$ cat src/rtl/mcpu_defs_pkg.sv
// Shared definitions for the multi-cycle MIPS controller:
// state codes, opcodes, ALU codes, datapath selects, output decode.
package mcpu_defs_pkg;

   typedef enum logic [4:0] {
      S_IF      = 5'd0,
      S_ID      = 5'd1,
      S_MEM_EX  = 5'd2,
      S_MEM_RD  = 5'd3,
      S_LW_WB   = 5'd4,
      S_MEM_W   = 5'd5,
      S_R_EXC   = 5'd6,
      S_R_WB    = 5'd7,
      S_BEQ_EXC = 5'd8,
      S_J       = 5'd9,
      S_I_EXC   = 5'd10,
      S_I_WB    = 5'd11,
      S_LUI_WB  = 5'd12,
      S_BNE_EXC = 5'd13,
      S_JAL     = 5'd14,
      S_JR      = 5'd15,
      S_ERROR   = 5'd31
   } state_t;

   typedef enum logic [1:0] {
      AO_ADD   = 2'd0,
      AO_SUB   = 2'd1,
      AO_FUNCT = 2'd2,
      AO_IMM   = 2'd3
   } aluop_t;

   localparam logic [5:0] OP_R    = 6'b000000;
   localparam logic [5:0] OP_LW   = 6'b100011;
   localparam logic [5:0] OP_SW   = 6'b101011;
   localparam logic [5:0] OP_BEQ  = 6'b000100;
   localparam logic [5:0] OP_BNE  = 6'b000101;
   localparam logic [5:0] OP_J    = 6'b000010;
   localparam logic [5:0] OP_JAL  = 6'b000011;
   localparam logic [5:0] OP_ADDI = 6'b001000;
   localparam logic [5:0] OP_SLTI = 6'b001010;
   localparam logic [5:0] OP_ANDI = 6'b001100;
   localparam logic [5:0] OP_ORI  = 6'b001101;
   localparam logic [5:0] OP_XORI = 6'b001110;
   localparam logic [5:0] OP_LUI  = 6'b001111;

   localparam logic [5:0] F_ADD = 6'b100000;
   localparam logic [5:0] F_SUB = 6'b100010;
   localparam logic [5:0] F_AND = 6'b100100;
   localparam logic [5:0] F_OR  = 6'b100101;
   localparam logic [5:0] F_XOR = 6'b100110;
   localparam logic [5:0] F_NOR = 6'b100111;
   localparam logic [5:0] F_SLT = 6'b101010;
   localparam logic [5:0] F_SRL = 6'b000010;
   localparam logic [5:0] F_JR  = 6'b001000;

   localparam logic [2:0] ALU_AND = 3'd0;
   localparam logic [2:0] ALU_OR  = 3'd1;
   localparam logic [2:0] ALU_ADD = 3'd2;
   localparam logic [2:0] ALU_XOR = 3'd3;
   localparam logic [2:0] ALU_NOR = 3'd4;
   localparam logic [2:0] ALU_SRL = 3'd5;
   localparam logic [2:0] ALU_SUB = 3'd6;
   localparam logic [2:0] ALU_SLT = 3'd7;

   localparam logic [1:0] RD_RT = 2'b00;
   localparam logic [1:0] RD_RD = 2'b01;
   localparam logic [1:0] RD_RA = 2'b10;

   localparam logic [1:0] M2R_ALU = 2'b00;
   localparam logic [1:0] M2R_MDR = 2'b01;
   localparam logic [1:0] M2R_LUI = 2'b10;
   localparam logic [1:0] M2R_PC  = 2'b11;

   localparam logic [1:0] SRCB_B   = 2'b00;
   localparam logic [1:0] SRCB_4   = 2'b01;
   localparam logic [1:0] SRCB_IMM = 2'b10;
   localparam logic [1:0] SRCB_SH  = 2'b11;

   localparam logic [1:0] PCS_ALU = 2'b00;
   localparam logic [1:0] PCS_OUT = 2'b01;
   localparam logic [1:0] PCS_JMP = 2'b10;
   localparam logic [1:0] PCS_RS  = 2'b11;

   typedef struct packed {
      logic       mem_read;
      logic       mem_write;
      logic       cpu_mio;
      logic       iord;
      logic       reg_write;
      logic       pc_write;
      logic       pc_write_cond;
      logic       alu_src_a;
      logic       branch;
      logic       alu_en;
      logic [1:0] reg_dst;
      logic [1:0] mem_to_reg;
      logic [1:0] alu_src_b;
      logic [1:0] pc_source;
      aluop_t     alu_op;
   } ctrl_t;

   // Moore output decode; alu_en marks states that drive an ALU function.
   function automatic ctrl_t ctrl_dec(state_t s);
      ctrl_t c;
      c = '0;
      case (s)
         S_IF: begin
            c.mem_read  = 1'b1;
            c.cpu_mio   = 1'b1;
            c.alu_src_b = SRCB_4;
            c.alu_en    = 1'b1;
            c.alu_op    = AO_ADD;
         end
         S_ID: begin
            c.alu_src_b = SRCB_SH;
            c.alu_en    = 1'b1;
            c.alu_op    = AO_ADD;
         end
         S_MEM_EX: begin
            c.alu_src_a = 1'b1;
            c.alu_src_b = SRCB_IMM;
            c.alu_en    = 1'b1;
            c.alu_op    = AO_ADD;
         end
         S_MEM_RD: begin
            c.mem_read = 1'b1;
            c.iord     = 1'b1;
            c.cpu_mio  = 1'b1;
         end
         S_MEM_W: begin
            c.mem_write = 1'b1;
            c.iord      = 1'b1;
            c.cpu_mio   = 1'b1;
         end
         S_LW_WB: begin
            c.reg_write  = 1'b1;
            c.mem_to_reg = M2R_MDR;
         end
         S_R_EXC: begin
            c.alu_src_a = 1'b1;
            c.alu_src_b = SRCB_B;
            c.alu_en    = 1'b1;
            c.alu_op    = AO_FUNCT;
         end
         S_R_WB: begin
            c.reg_write = 1'b1;
            c.reg_dst   = RD_RD;
         end
         S_I_EXC: begin
            c.alu_src_a = 1'b1;
            c.alu_src_b = SRCB_IMM;
            c.alu_en    = 1'b1;
            c.alu_op    = AO_IMM;
         end
         S_I_WB: c.reg_write = 1'b1;
         S_LUI_WB: begin
            c.reg_write  = 1'b1;
            c.mem_to_reg = M2R_LUI;
         end
         S_BEQ_EXC, S_BNE_EXC: begin
            c.alu_src_a     = 1'b1;
            c.alu_src_b     = SRCB_B;
            c.alu_en        = 1'b1;
            c.alu_op        = AO_SUB;
            c.pc_write_cond = 1'b1;
            c.pc_source     = PCS_OUT;
            c.branch        = (s == S_BEQ_EXC);
         end
         S_J: begin
            c.pc_write  = 1'b1;
            c.pc_source = PCS_JMP;
         end
         S_JAL: begin
            c.pc_write   = 1'b1;
            c.pc_source  = PCS_JMP;
            c.reg_write  = 1'b1;
            c.reg_dst    = RD_RA;
            c.mem_to_reg = M2R_PC;
         end
         S_JR: begin
            c.pc_write  = 1'b1;
            c.pc_source = PCS_RS;
         end
         default: c = '0;
      endcase
      return c;
   endfunction

endpackage

$ cat src/rtl/mcpu_alu_dec.sv
// ALU function decoder: alu_op class plus opcode/funct
// to ALU code and immediate zero-extend select.
import mcpu_defs_pkg::*;

module mcpu_alu_dec (
   input  aluop_t     alu_op_i,
   input  logic [5:0] op_i,
   input  logic [5:0] funct_i,
   output logic [2:0] alu_operation_o,
   output logic       ext_zero_o
);

   // Unknown funct/opcode falls back to ADD.
   always_comb begin
      alu_operation_o = ALU_ADD;
      ext_zero_o      = 1'b0;
      case (alu_op_i)
         AO_ADD: alu_operation_o = ALU_ADD;
         AO_SUB: alu_operation_o = ALU_SUB;
         AO_FUNCT: begin
            case (funct_i)
               F_ADD:   alu_operation_o = ALU_ADD;
               F_SUB:   alu_operation_o = ALU_SUB;
               F_AND:   alu_operation_o = ALU_AND;
               F_OR:    alu_operation_o = ALU_OR;
               F_XOR:   alu_operation_o = ALU_XOR;
               F_NOR:   alu_operation_o = ALU_NOR;
               F_SLT:   alu_operation_o = ALU_SLT;
               F_SRL:   alu_operation_o = ALU_SRL;
               default: alu_operation_o = ALU_ADD;
            endcase
         end
         AO_IMM: begin
            case (op_i)
               OP_ADDI: alu_operation_o = ALU_ADD;
               OP_SLTI: alu_operation_o = ALU_SLT;
               OP_ANDI: begin
                  alu_operation_o = ALU_AND;
                  ext_zero_o      = 1'b1;
               end
               OP_ORI: begin
                  alu_operation_o = ALU_OR;
                  ext_zero_o      = 1'b1;
               end
               OP_XORI: begin
                  alu_operation_o = ALU_XOR;
                  ext_zero_o      = 1'b1;
               end
               default: alu_operation_o = ALU_ADD;
            endcase
         end
         default: alu_operation_o = ALU_ADD;
      endcase
   end

endmodule

$ cat src/rtl/mcpu_ctrl_fsm.sv
// Multi-cycle MIPS controller: registered Moore outputs,
// plus ready-qualified fetch strobes that are Mealy.
import mcpu_defs_pkg::*;

module mcpu_ctrl_fsm #(
   parameter int ALU_OP_W    = 3,
   parameter bit MEM_WAIT_EN = 1'b1,
   parameter bit OVF_TRAP    = 1'b1
) (
   input  logic                clk,
   input  logic                reset,
   input  logic [31:0]         inst_in,
   input  logic                zero,
   input  logic                overflow,
   input  logic                mio_ready,
   output logic                mem_read,
   output logic                mem_write,
   output logic                cpu_mio,
   output logic                iord,
   output logic                ir_write,
   output logic                reg_write,
   output logic                pc_write,
   output logic                pc_write_cond,
   output logic                alu_src_a,
   output logic                ext_zero,
   output logic                branch,
   output logic [1:0]          reg_dst,
   output logic [1:0]          mem_to_reg,
   output logic [1:0]          alu_src_b,
   output logic [1:0]          pc_source,
   output logic [ALU_OP_W-1:0] alu_operation,
   output logic [4:0]          state_out
);

   logic [5:0] op;
   logic [5:0] funct;
   state_t     state_q, state_d;
   ctrl_t      ctrl_q, ctrl_d;
   logic [2:0] alu_q, alu_d, dec_alu;
   logic       ez_q, ez_d, dec_ez;
   logic       ovf_trap;
   logic       mem_go;
   logic       if_rdy;
   logic       unused_bits;

   assign op          = inst_in[31:26];
   assign funct       = inst_in[5:0];
   assign unused_bits = ^{inst_in[28:6], zero};
   assign ovf_trap    = OVF_TRAP && overflow;
   assign mem_go      = !MEM_WAIT_EN || mio_ready;

   // Next-state selection, including ID decode and overflow trap.
   always_comb begin
      state_d = state_q;
      case (state_q)
         S_IF:     if (mio_ready) state_d = S_ID;
         S_ID: begin
            case (op)
               OP_R:    state_d = (funct == F_JR) ? S_JR : S_R_EXC;
               OP_LW,
               OP_SW:   state_d = S_MEM_EX;
               OP_BEQ:  state_d = S_BEQ_EXC;
               OP_BNE:  state_d = S_BNE_EXC;
               OP_J:    state_d = S_J;
               OP_JAL:  state_d = S_JAL;
               OP_ADDI,
               OP_SLTI,
               OP_ANDI,
               OP_ORI,
               OP_XORI: state_d = S_I_EXC;
               OP_LUI:  state_d = S_LUI_WB;
               default: state_d = S_ERROR;
            endcase
         end
         S_MEM_EX: state_d = inst_in[29] ? S_MEM_W : S_MEM_RD;
         S_MEM_RD: if (mem_go) state_d = S_LW_WB;
         S_MEM_W:  if (mem_go) state_d = S_IF;
         S_R_EXC: begin
            if (ovf_trap && (funct == F_ADD || funct == F_SUB))
               state_d = S_ERROR;
            else
               state_d = S_R_WB;
         end
         S_I_EXC: begin
            if (ovf_trap && op == OP_ADDI)
               state_d = S_ERROR;
            else
               state_d = S_I_WB;
         end
         S_LW_WB, S_R_WB, S_I_WB, S_LUI_WB,
         S_BEQ_EXC, S_BNE_EXC,
         S_J, S_JAL, S_JR: state_d = S_IF;
         S_ERROR:  state_d = S_ERROR;
         default:  state_d = S_ERROR;
      endcase
   end

   assign ctrl_d = ctrl_dec(state_d);

   mcpu_alu_dec u_alu_dec (
      .alu_op_i        (ctrl_d.alu_op),
      .op_i            (op),
      .funct_i         (funct),
      .alu_operation_o (dec_alu),
      .ext_zero_o      (dec_ez)
   );

   assign alu_d = ctrl_d.alu_en ? dec_alu : ALU_AND;
   assign ez_d  = ctrl_d.alu_en & dec_ez;

   // State and output registers; reset loads the IF decode.
   always_ff @(posedge clk or posedge reset) begin
      if (reset) begin
         state_q <= S_IF;
         ctrl_q  <= ctrl_dec(S_IF);
         alu_q   <= ALU_ADD;
         ez_q    <= 1'b0;
      end else begin
         state_q <= state_d;
         ctrl_q  <= ctrl_d;
         alu_q   <= alu_d;
         ez_q    <= ez_d;
      end
   end

   assign if_rdy = (state_q == S_IF) && mio_ready && !reset;

   assign mem_read      = ctrl_q.mem_read;
   assign mem_write     = ctrl_q.mem_write;
   assign cpu_mio       = ctrl_q.cpu_mio;
   assign iord          = ctrl_q.iord;
   assign ir_write      = if_rdy;
   assign reg_write     = ctrl_q.reg_write;
   assign pc_write      = ctrl_q.pc_write | if_rdy;
   assign pc_write_cond = ctrl_q.pc_write_cond;
   assign alu_src_a     = ctrl_q.alu_src_a;
   assign ext_zero      = ez_q;
   assign branch        = ctrl_q.branch;
   assign reg_dst       = ctrl_q.reg_dst;
   assign mem_to_reg    = ctrl_q.mem_to_reg;
   assign alu_src_b     = ctrl_q.alu_src_b;
   assign pc_source     = ctrl_q.pc_source;
   assign alu_operation = ALU_OP_W'(alu_q);
   assign state_out     = state_q;

endmodule

$ cat config.mk
export PLATFORM = sky130hd
export DESIGN_NAME = mcpu_ctrl_fsm
export DESIGN_NICKNAME = d
export VERILOG_FILES = /design/src/rtl/mcpu_defs_pkg.sv /design/src/rtl/mcpu_alu_dec.sv /design/src/rtl/mcpu_ctrl_fsm.sv
export SDC_FILE = /design/constraint.sdc
export NUM_CORES = 1
export LEC_CHECK = 0
export CORE_MARGIN = 2
export CORE_UTILIZATION = 40
export DETAILED_ROUTE_END_ITERATION = 8
export PLACE_DENSITY = 0.72
export SLEW_MARGIN = 20
export SYNTH_ARGS = -nofsm -noshare
export SYNTH_HDL_FRONTEND = slang
export SYNTH_SLANG_ARGS = --single-unit
$ cat constraint.sdc
create_clock -name clk -period 2.5 [get_ports clk]
set_input_delay 0.625 -clock clk [delete_from_list [all_inputs] [get_ports clk]]
set_output_delay 0.625 -clock clk [all_outputs]
set_load 0.05 [all_outputs]
Word level (Yosys, flattened, before mapping)
Index checks and enable logic that the tools add are counted.

Word-level logic and storage cells: 126. Output and inout port bits: 27. Register bits after elaboration: 26.

Eq/ne operators: 54. Muxes and demuxes: 30. Reduce and logical (&&, ||, !) cells: 24. Bitwise logic cells: 2.

Operator list (number): $eq 5x4->1 const B (16); $pmux 5 s8 (2); $eq 6x6->1 const B (9); $eq 6x4->1 const B (7); $eq 5x3->1 const B (8); $mux 5 (5); $pmux 2 s3 (4); $pmux 3 s4 (2); $pmux 3 s7 (1); $eq 5x2->1 const B (4); $eq 6x2->1 const B (3); $reduce_or 5->1 (3); $eq 6x3->1 const B (2); $mux 1 (12); $reduce_or 2->1 (6); $eq 5x1->1 const B (2); $logic_not 5->1 (2); $reduce_or 3->1 (3); $reduce_or 9->1 (1); $reduce_or 7->1 (1); $logic_not 6->1 (1); $mux 3 (2); $eq 2x2->1 const B (2); $logic_and 1x1->1 (4); other kinds (8) (8).

Logic depth before layout (Yosys ltp)
Gate-level depths: netlist of run 1.

Depth after elaboration: 11. Gate-level depth with buffers: 10. Gate-level depth less buffers: 8.

Modules after synthesis
Synthesis of run 1 repeated with hierarchy kept, for this count alone.

Cells, all modules: 227. Area total of the unflattened synthesis: 2088.3 um2.

Modules (own cells, without submodules): mcpu_ctrl_fsm (seq. area each 655.6 um2, cells each 200, instances 1, area each 1889.3 um2); mcpu_alu_dec (seq. area each 0.0 um2, cells each 27, instances 1, area each 198.9 um2).

Least setup slack after synthesis of run 1
Ideal clock, no wire load.

Path type: reg2out. Start: register state_q[2] (netlist: state_out[2]). End: output port pc_write. Required time: 1.875 ns. Cell stages (with the launch flop): 6. Setup slack: -0.425 ns. Path buffers: 1. Arrival: 2.300 ns. Cells stage by stage: dfrtp_1 -> buf_2 -> nor3_1 -> nand3_1 -> nor2_1 -> or2_2.

Longest elaborated chain between the ends: 4.

RTL lines: start, declared (line mcpu_ctrl_fsm.sv:37) `state_t state_q, state_d;`; start signal, assigned (line mcpu_ctrl_fsm.sv:119) `state_q <= state_d;`; $logic_not 5->1 (line mcpu_ctrl_fsm.sv:126) `assign if_rdy = (state_q == S_IF) && mio_ready && !reset;`; $logic_and 1x1->1 (2 in a row) (line mcpu_ctrl_fsm.sv:126); named net ir_write (line mcpu_ctrl_fsm.sv:20) `output logic ir_write,`; $or 1x1->1 (line mcpu_ctrl_fsm.sv:134) `assign pc_write = ctrl_q.pc_write | if_rdy;`; end, declared (line mcpu_ctrl_fsm.sv:22) `output logic pc_write,`.

The timed path passes the listed nets, and every way through them passes these cells.

Worst setup path after layout of run 1
Start: input port inst_in[29]. End: register alu_q[0] (netlist: alu_operation[0]).

Longest elaborated chain between the ends: 10.

RTL lines: start, declared (line mcpu_ctrl_fsm.sv:12) `input logic [31:0] inst_in,`; $eq 6x4->1 (tied with other cells) (line mcpu_ctrl_fsm.sv:58, mcpu_ctrl_fsm.sv:85); $reduce_or 5->1 (tied with other cells) (line mcpu_ctrl_fsm.sv:58) `case (op)`; $pmux 5 s8 / $mux 5 (equally long branches) (line mcpu_ctrl_fsm.sv:58, mcpu_ctrl_fsm.sv:85); $pmux 5 s8 * (line mcpu_ctrl_fsm.sv:55) `case (state_q)`; named net state_d[2] (line mcpu_ctrl_fsm.sv:37); $eq 5x4->1 (line mcpu_defs_pkg.sv:106) `case (s)`; $reduce_or 2->1 (line mcpu_defs_pkg.sv:106); $pmux 2 s3 (line mcpu_defs_pkg.sv:106); $eq 2x2->1 (tied with other cells) (line mcpu_alu_dec.sv:17) `case (alu_op_i)`; $pmux 3 s4 (line mcpu_alu_dec.sv:17); $mux 3 * (line mcpu_ctrl_fsm.sv:108) `assign alu_d = ctrl_d.alu_en ? dec_alu : ALU_AND;`; named net alu_d[0] (line mcpu_ctrl_fsm.sv:39) `logic [2:0] alu_q, alu_d, dec_alu;`; end signal, assigned (line mcpu_ctrl_fsm.sv:121) `alu_q <= alu_d;`; end, declared (line mcpu_ctrl_fsm.sv:39).

The timed path passes the listed nets; every way through them passes the cells marked *.

==> results of run 1 <==
## through the flow
step           instance area, sq um  TNS, ps  setup WS (ps)  cells  hold slack (ps)
3_3_place_gp                   2590    -5680           -540    325              709
5_1_grt                        2820        0           5.45    337              725
2_1_floorplan                  1820    -73.9          -52.1    192              662
4_1_cts                        2770    -43.9          -23.1    336              702
6_report                       2820        0           81.8    337              685
3_5_place_dp                   2590    -5790           -537    325              714
## cell type report
cell class / instances / area share (%)
Sequential cell: 26 / 23.5
Tap cell: 52 / 2.31
Timing Repair Buffer: 107 / 33.7
Multi-Input combinational cell: 139 / 36.6
Inverter: 9 / 1.38
Clock inverter: 1 / 1.06
Clock buffer: 3 / 1.46
## path summary, 6_finish.rpt
| check | cells after the start | slack, ps | from | end |
|---|---|---|---|---|
| min reg2reg | 2 | 740 | state_out[0] | mem_to_reg[0] |
| min in group clk | 2 | 740 | state_out[0] | mem_to_reg[0] |
| max in group asynchronous | 3 | 1210 | reset | mem_read |
| max reg2reg | 6 | 100 | state_out[3] | alu_operation[0] |
| min | 2 | 690 | reset | pc_source[0] |
| max | 9 | 80 | inst_in[29] | alu_operation[0] |
## placed cells by master, fill, tap and decap left out, drive strengths merged, types with 4 or more instances in the layout
cell type      count
a21oi             11
a31oi              4
buf               67
clkbuf             5
clkdlybuf4s50     28
dfrtp             22
dfstp              4
dlymetal6s2s       7
inv                9
nand2             15
nand2b             9
nand3             15
nand4              6
nor2              15
nor3               7
nor4               5
o21ai              5
## Yosys cell counts, drive strengths merged (3+ instances only)
library cell	number	area, sq um
dfrtp	22	551
buf	17	135
nand2	15	72.6
nand3	15	85.1
nor2	15	56.3
a21oi	11	55.1
inv	9	33.8
nand2b	9	71.3
nor3	7	35.0
nand4	6	37.5
nor4	5	31.3
o21ai	5	25.0
a31oi	4	25.0
dfstp	4	105
a21o	3	23.8
and3	3	23.8
or4	3	26.3
## critical path, delay by kind of cell
kind / cells / cell delay, ps
AO/OA/AOI/OAI: 2 / 610
buffers and inverters: 2 / 420
AND/OR/NAND/NOR: 5 / 970
## where the power goes
part	switching (uW)	internal [uW]	total (uW)
Sequential	110	578	688
Combinational	1180	856	2040
Clock	138	214	353
Total	1430	1650	3080
## metal layers
metal	track usage [%]	up-vias	share of wire [%]
met2	35.8	49	51
li1	-	883	-
met1	25.1	876	42
met4	8.97	0	2.5
met3	2.02	8	3.9
met5	0	-	0
## timing repair
action | in CTS | in global routing
hold buffers | 0 | 0
setup buffers | 7 | 1
resized for setup | 20 | 18
pin swaps | 12 | 12
endpoints found under the setup margin | 14 | 13
## cells by family after synthesis
family                     after synthesis  synth area share (%)
AOI/OAI and AO/OA                       43                  19.0
adders and majority gates                1                 0.569
buffers and inverters                   27                  10.4
DFF                                     26                  37.2
muxes                                    2                  1.14
and+or+nand+nor                         93                  31.7
==> metrics.md, run 1 <==
| Metric | Value |
|---|---|
| Outcome | finished clean |
| Crit Path Max Fanout | 4 |
| Clock sink count | 26 |
| Cells along the critical path | clkdlybuf4s15_1 -> buf_4 -> or2b_2 -> nand3_1 -> a2111o_1 -> and4_4 -> nand2_8 -> or4b_4 -> o22ai_2 |
| Core area | 0.00429 sq mm |
| Part of the cycle the worst path needs | 96.7% |
| Vias post-DR | 1816 |
| Rows | 24 |
| Fin crit period | 2420 ps |
| Ys Warns | 0 |
| Pre-antenna DRT Iters | 4 |
| Diodes inserted | 0 |
| Slowest CP cell | or4b_4 |
| Yosys reg bits | 26 |
| Gr usage total | 20.4% |
| CTS tree | done |
| Number of port buffers | 42 |
| Final Hold Viols | 0 |
| Critical Path RT | 2700 ps |
| Power density cells | 1090 mW/mm^2 |
| Max Clock Skew | 1.81 ps |
| Tot Pwr | 3080 uW |
| Layout area overhead | 60.2% |
| Synth unique cells | 59 |
| Io pins | 64 |
| Total Wirelength | 5.07 mm |
| Async S/R FF share, synth | 100% |
| CTS max path bufs | 2 |
| Initial antenna violation count | 0 |
| Multi-input gate area | 0.00103 sq mm |
| Vias in the first global route | 1786 |
| Final core utilization | 65.7% |
| Die area | 0.00495 sq mm |
| Sequential Area | 662 sq um |
| Critical path class | input port to flip-flop |
| Max VDD drop | 598 uV |
| Post-route ant nets | 0 |
| Slowest Stage Delay on Critical Path | 470 ps |
| Avg Inst Size Synth | 9.17 sq um |
| Crit end category | flip-flop |
| HP Class | input port to asynchronous set/reset pin |
| Sequential area share after synthesis | 37.2% |
| Htree depth | 1 |
| GRT Residual Overflow | 0 |
| HPWL after DPL | 3.62 mm |
| Number of synthesized flops with an enable pin | 0 |
| Arr. time, crit path | 2620 ps |
| Worst-Margin Slew | 502 ps |
| Avg WL per Cell | 15.1 microns |
| CTS root buf | clkbuf_8 |
| Post-layout nets | 323 |
| Main synth FF type | dfrtp_1 |
| Max reg flops | 5 |
| Largest net degree at the start of global routing | 20 |
| CTS Buf Count | 3 |
| Clock Latency Late Sink | 270 ps |
| RSZ-0062 raised after global routing | no |
| Number of setup violations in the final report | 0 |
| Cell Area, Synth | 0.00176 sq mm |
| First DRT Iteration DRCs | 135 |
| Share of cells above drive strength 1 | 41.8% |
| Max-slew violation count | 0 |
| Via/cell ratio | 5.39 |
| RD Place Congestion | 0.890 |
| Die Y | 70.3 microns |
| Cells after Synth | 192 |
| Net Count, Synth | 229 |
| Max-Cap Viols | 0 |
| P_leak | 0.00127 uW |
| Die width | 70.3 microns |
| Post-route DRC violation count | 0 |
| Max Fclk | 0.414 GHz |
| Worst slew margin | 66.5% |
| CTS clk-pin slew, worst paths | 90 ps |
| Initial Util | 41.0% |
| Fillers | 365 |
| First-pass GRT wire length | 7.98 mm |
| Startpoint Class | input port |
No activity file was read; power rests on OpenSTA's default activity.
==> inputs of run 2 (changes only) <==
Settings changed: CORE_MARGIN 2 to 1, CORE_UTILIZATION 40 to 45, PLACE_DENSITY 0.72 to 0.77, SKIP_LAST_GASP set to 1.
Clock period 2.5 ns to 2.83 ns, I/O delays scaled along.
==> metrics.md, run 2 (synthesized netlist as in run 1, its figures left out) <==
| Metric | Value |
|---|---|
| Final Hold Viols | 0 |
| Wl on met1 | 1.96 mm |
| HP Class | flip-flop to flip-flop |
| RD Place Congestion | 0.933 |
| Multi-input gate area | 998 sq um |
| Layout area overhead | 46.2% |
| Crit Path Max Fanout | 5 |
| Crit end category | flip-flop |
| Rows | 22 |
| Critical path class | input port to flip-flop |
| Fin crit period | 2800 ps |
| Max Fclk | 0.357 GHz |
| Met3 wire len | 177 microns |
| Outcome | finished clean |
| Diodes inserted | 0 |
| Via/cell ratio | 5.59 |
| Top sig layer | met4 |
| Htree depth | 1 |
| Commonest non-fill, non-tap cell in the layout | buf_4 |
| Pre-CTS setup slack | -344 ps |
| Cells along the critical path | clkdlybuf4s50_1 -> and2b_4 -> a31oi_1 -> a2111o_1 -> and4_4 -> nand2_8 -> or4b_4 -> o22ai_2 |
| Pre-antenna DRT Iters | 4 |
| Part of the cycle the worst path needs | 98.9% |
| First-pass GRT wire length | 7.45 mm |
| Die width | 64.5 microns |
| Largest net degree at the start of global routing | 27 |
| Vias in the first global route | 1645 |
| Clock Latency Late Sink | 270 ps |
| P_leak | 0.00111 uW |
| GRT Residual Overflow | 0 |
| Post-route DRC violation count | 0 |
| CTS tree | done |
| Worst-Margin Slew | 629 ps |
| HPWL after DPL | 3.34 mm |
| Worst slew margin | 57.7% |
| Die area | 0.00417 sq mm |
| Initial Util | 47.4% |
| Avg WL per Cell | 14.3 microns |
| Slowest CP cell | clkdlybuf4s50_1 |
| Max VDD drop | 566 uV |
| Clock sink count | 26 |
| CTS clk-pin slew, worst paths | 90 ps |
| Share of cells above drive strength 1 | 30.7% |
| Io pins | 64 |
| Commonest non-fill, non-tap cells in the layout | buf_4 (41), clkdlybuf4s50_1 (36), dfrtp_1 (22) |
| CTS Buf Count | 3 |
| Post-route ant nets | 0 |
| First DRT Iteration DRCs | 74 |
| Setup_tns | 0 ps |
| Max-slew violation count | 0 |
| Arr. time, crit path | 2990 ps |
| CTS max path bufs | 2 |
| Met2 routed WL | 2.23 mm |
| Number of setup violations in the final report | 0 |
| RSZ-0062 raised after global routing | yes |
| Critical Path RT | 3020 ps |
| Initial antenna violation count | 0 |
| Vias post-DR | 1726 |
| Startpoint Class | input port |
| Max reg flops | 5 |
| Core area | 0.00372 sq mm |
| Slowest Stage Delay on Critical Path | 580 ps |
| Setup ws final | 31.0 ps |
| Max-Cap Viols | 0 |
| CTS root buf | clkbuf_8 |
| Post-layout nets | 299 |
| Max Clock Skew | 5.28 ps |
| Die Y | 64.5 microns |
| Fillers | 283 |
| Sequential Area | 656 sq um |
| Power density cells | 995 mW/mm^2 |
| Gr usage total | 23.0% |
| Number of port buffers | 42 |
| Total Wirelength | 4.42 mm |
-- run 2: stage by stage --
step	hold WS [ps]	power (uW)	instances	util, %	cell area [sq um]
after global placement	736	2170	304	65.0	2410
after CTS	766	2500	308	67.2	2500
after detailed placement	750	2190	304	65.0	2410
after global routing	837	2710	309	69.3	2570
final	782	2560	309	69.3	2570
after floorplan	745	1730	192	-	1760
-- run 2: power breakdown --
part	switching (uW)	internal, uW	total, uW
registers	128	503	631
logic	969	661	1630
clock network	112	189	301
-- run 2: worst max-delay path: cells and delay by family --
kind / cells / cell delay (ps)
AO/OA/AOI/OAI: 3 / 720
buffers and inverters: 1 / 580
AND/OR/NAND/NOR: 4 / 970
-- run 2: final cells by class --
cell class	instances	share of cell area, %
tap	48	2.33
timing repair buffer	83	29.3
multi-input combinational	139	38.8
sequential	26	25.5
clock inverter	1	1.17
clock buffer	3	1.60
inverter	9	1.31
-- run 2: path summary, 6_finish.rpt --
check,start,end,slack (ps),cells past startpoint
worst max register to register,state_out[1],alu_operation[0],270,7
worst min-delay path,state_out[0],mem_to_reg[0],780,2
worst max-delay path,inst_in[28],alu_operation[0],30,8
max in group asynchronous,reset,alu_src_b[0],1620,3
min in group asynchronous,reset,state_out[4],920,3
worst min register to register,state_out[0],mem_to_reg[0],780,2
-- run 2: metal layers --
metal  vias up  track usage, %
li1        833               -
met1       836            29.9
met2        53            39.3
met3         4            2.99
met4         0            7.78
met5         -               0
-- run 2: timing repair --
item / 4_1_cts / 5_1_grt
setup endpoints to repair: 3 / 4
pin swaps: 2 / 6
hold buffers: 0 / 0
setup buffers: 0 / 1
resized for setup: 3 / 12
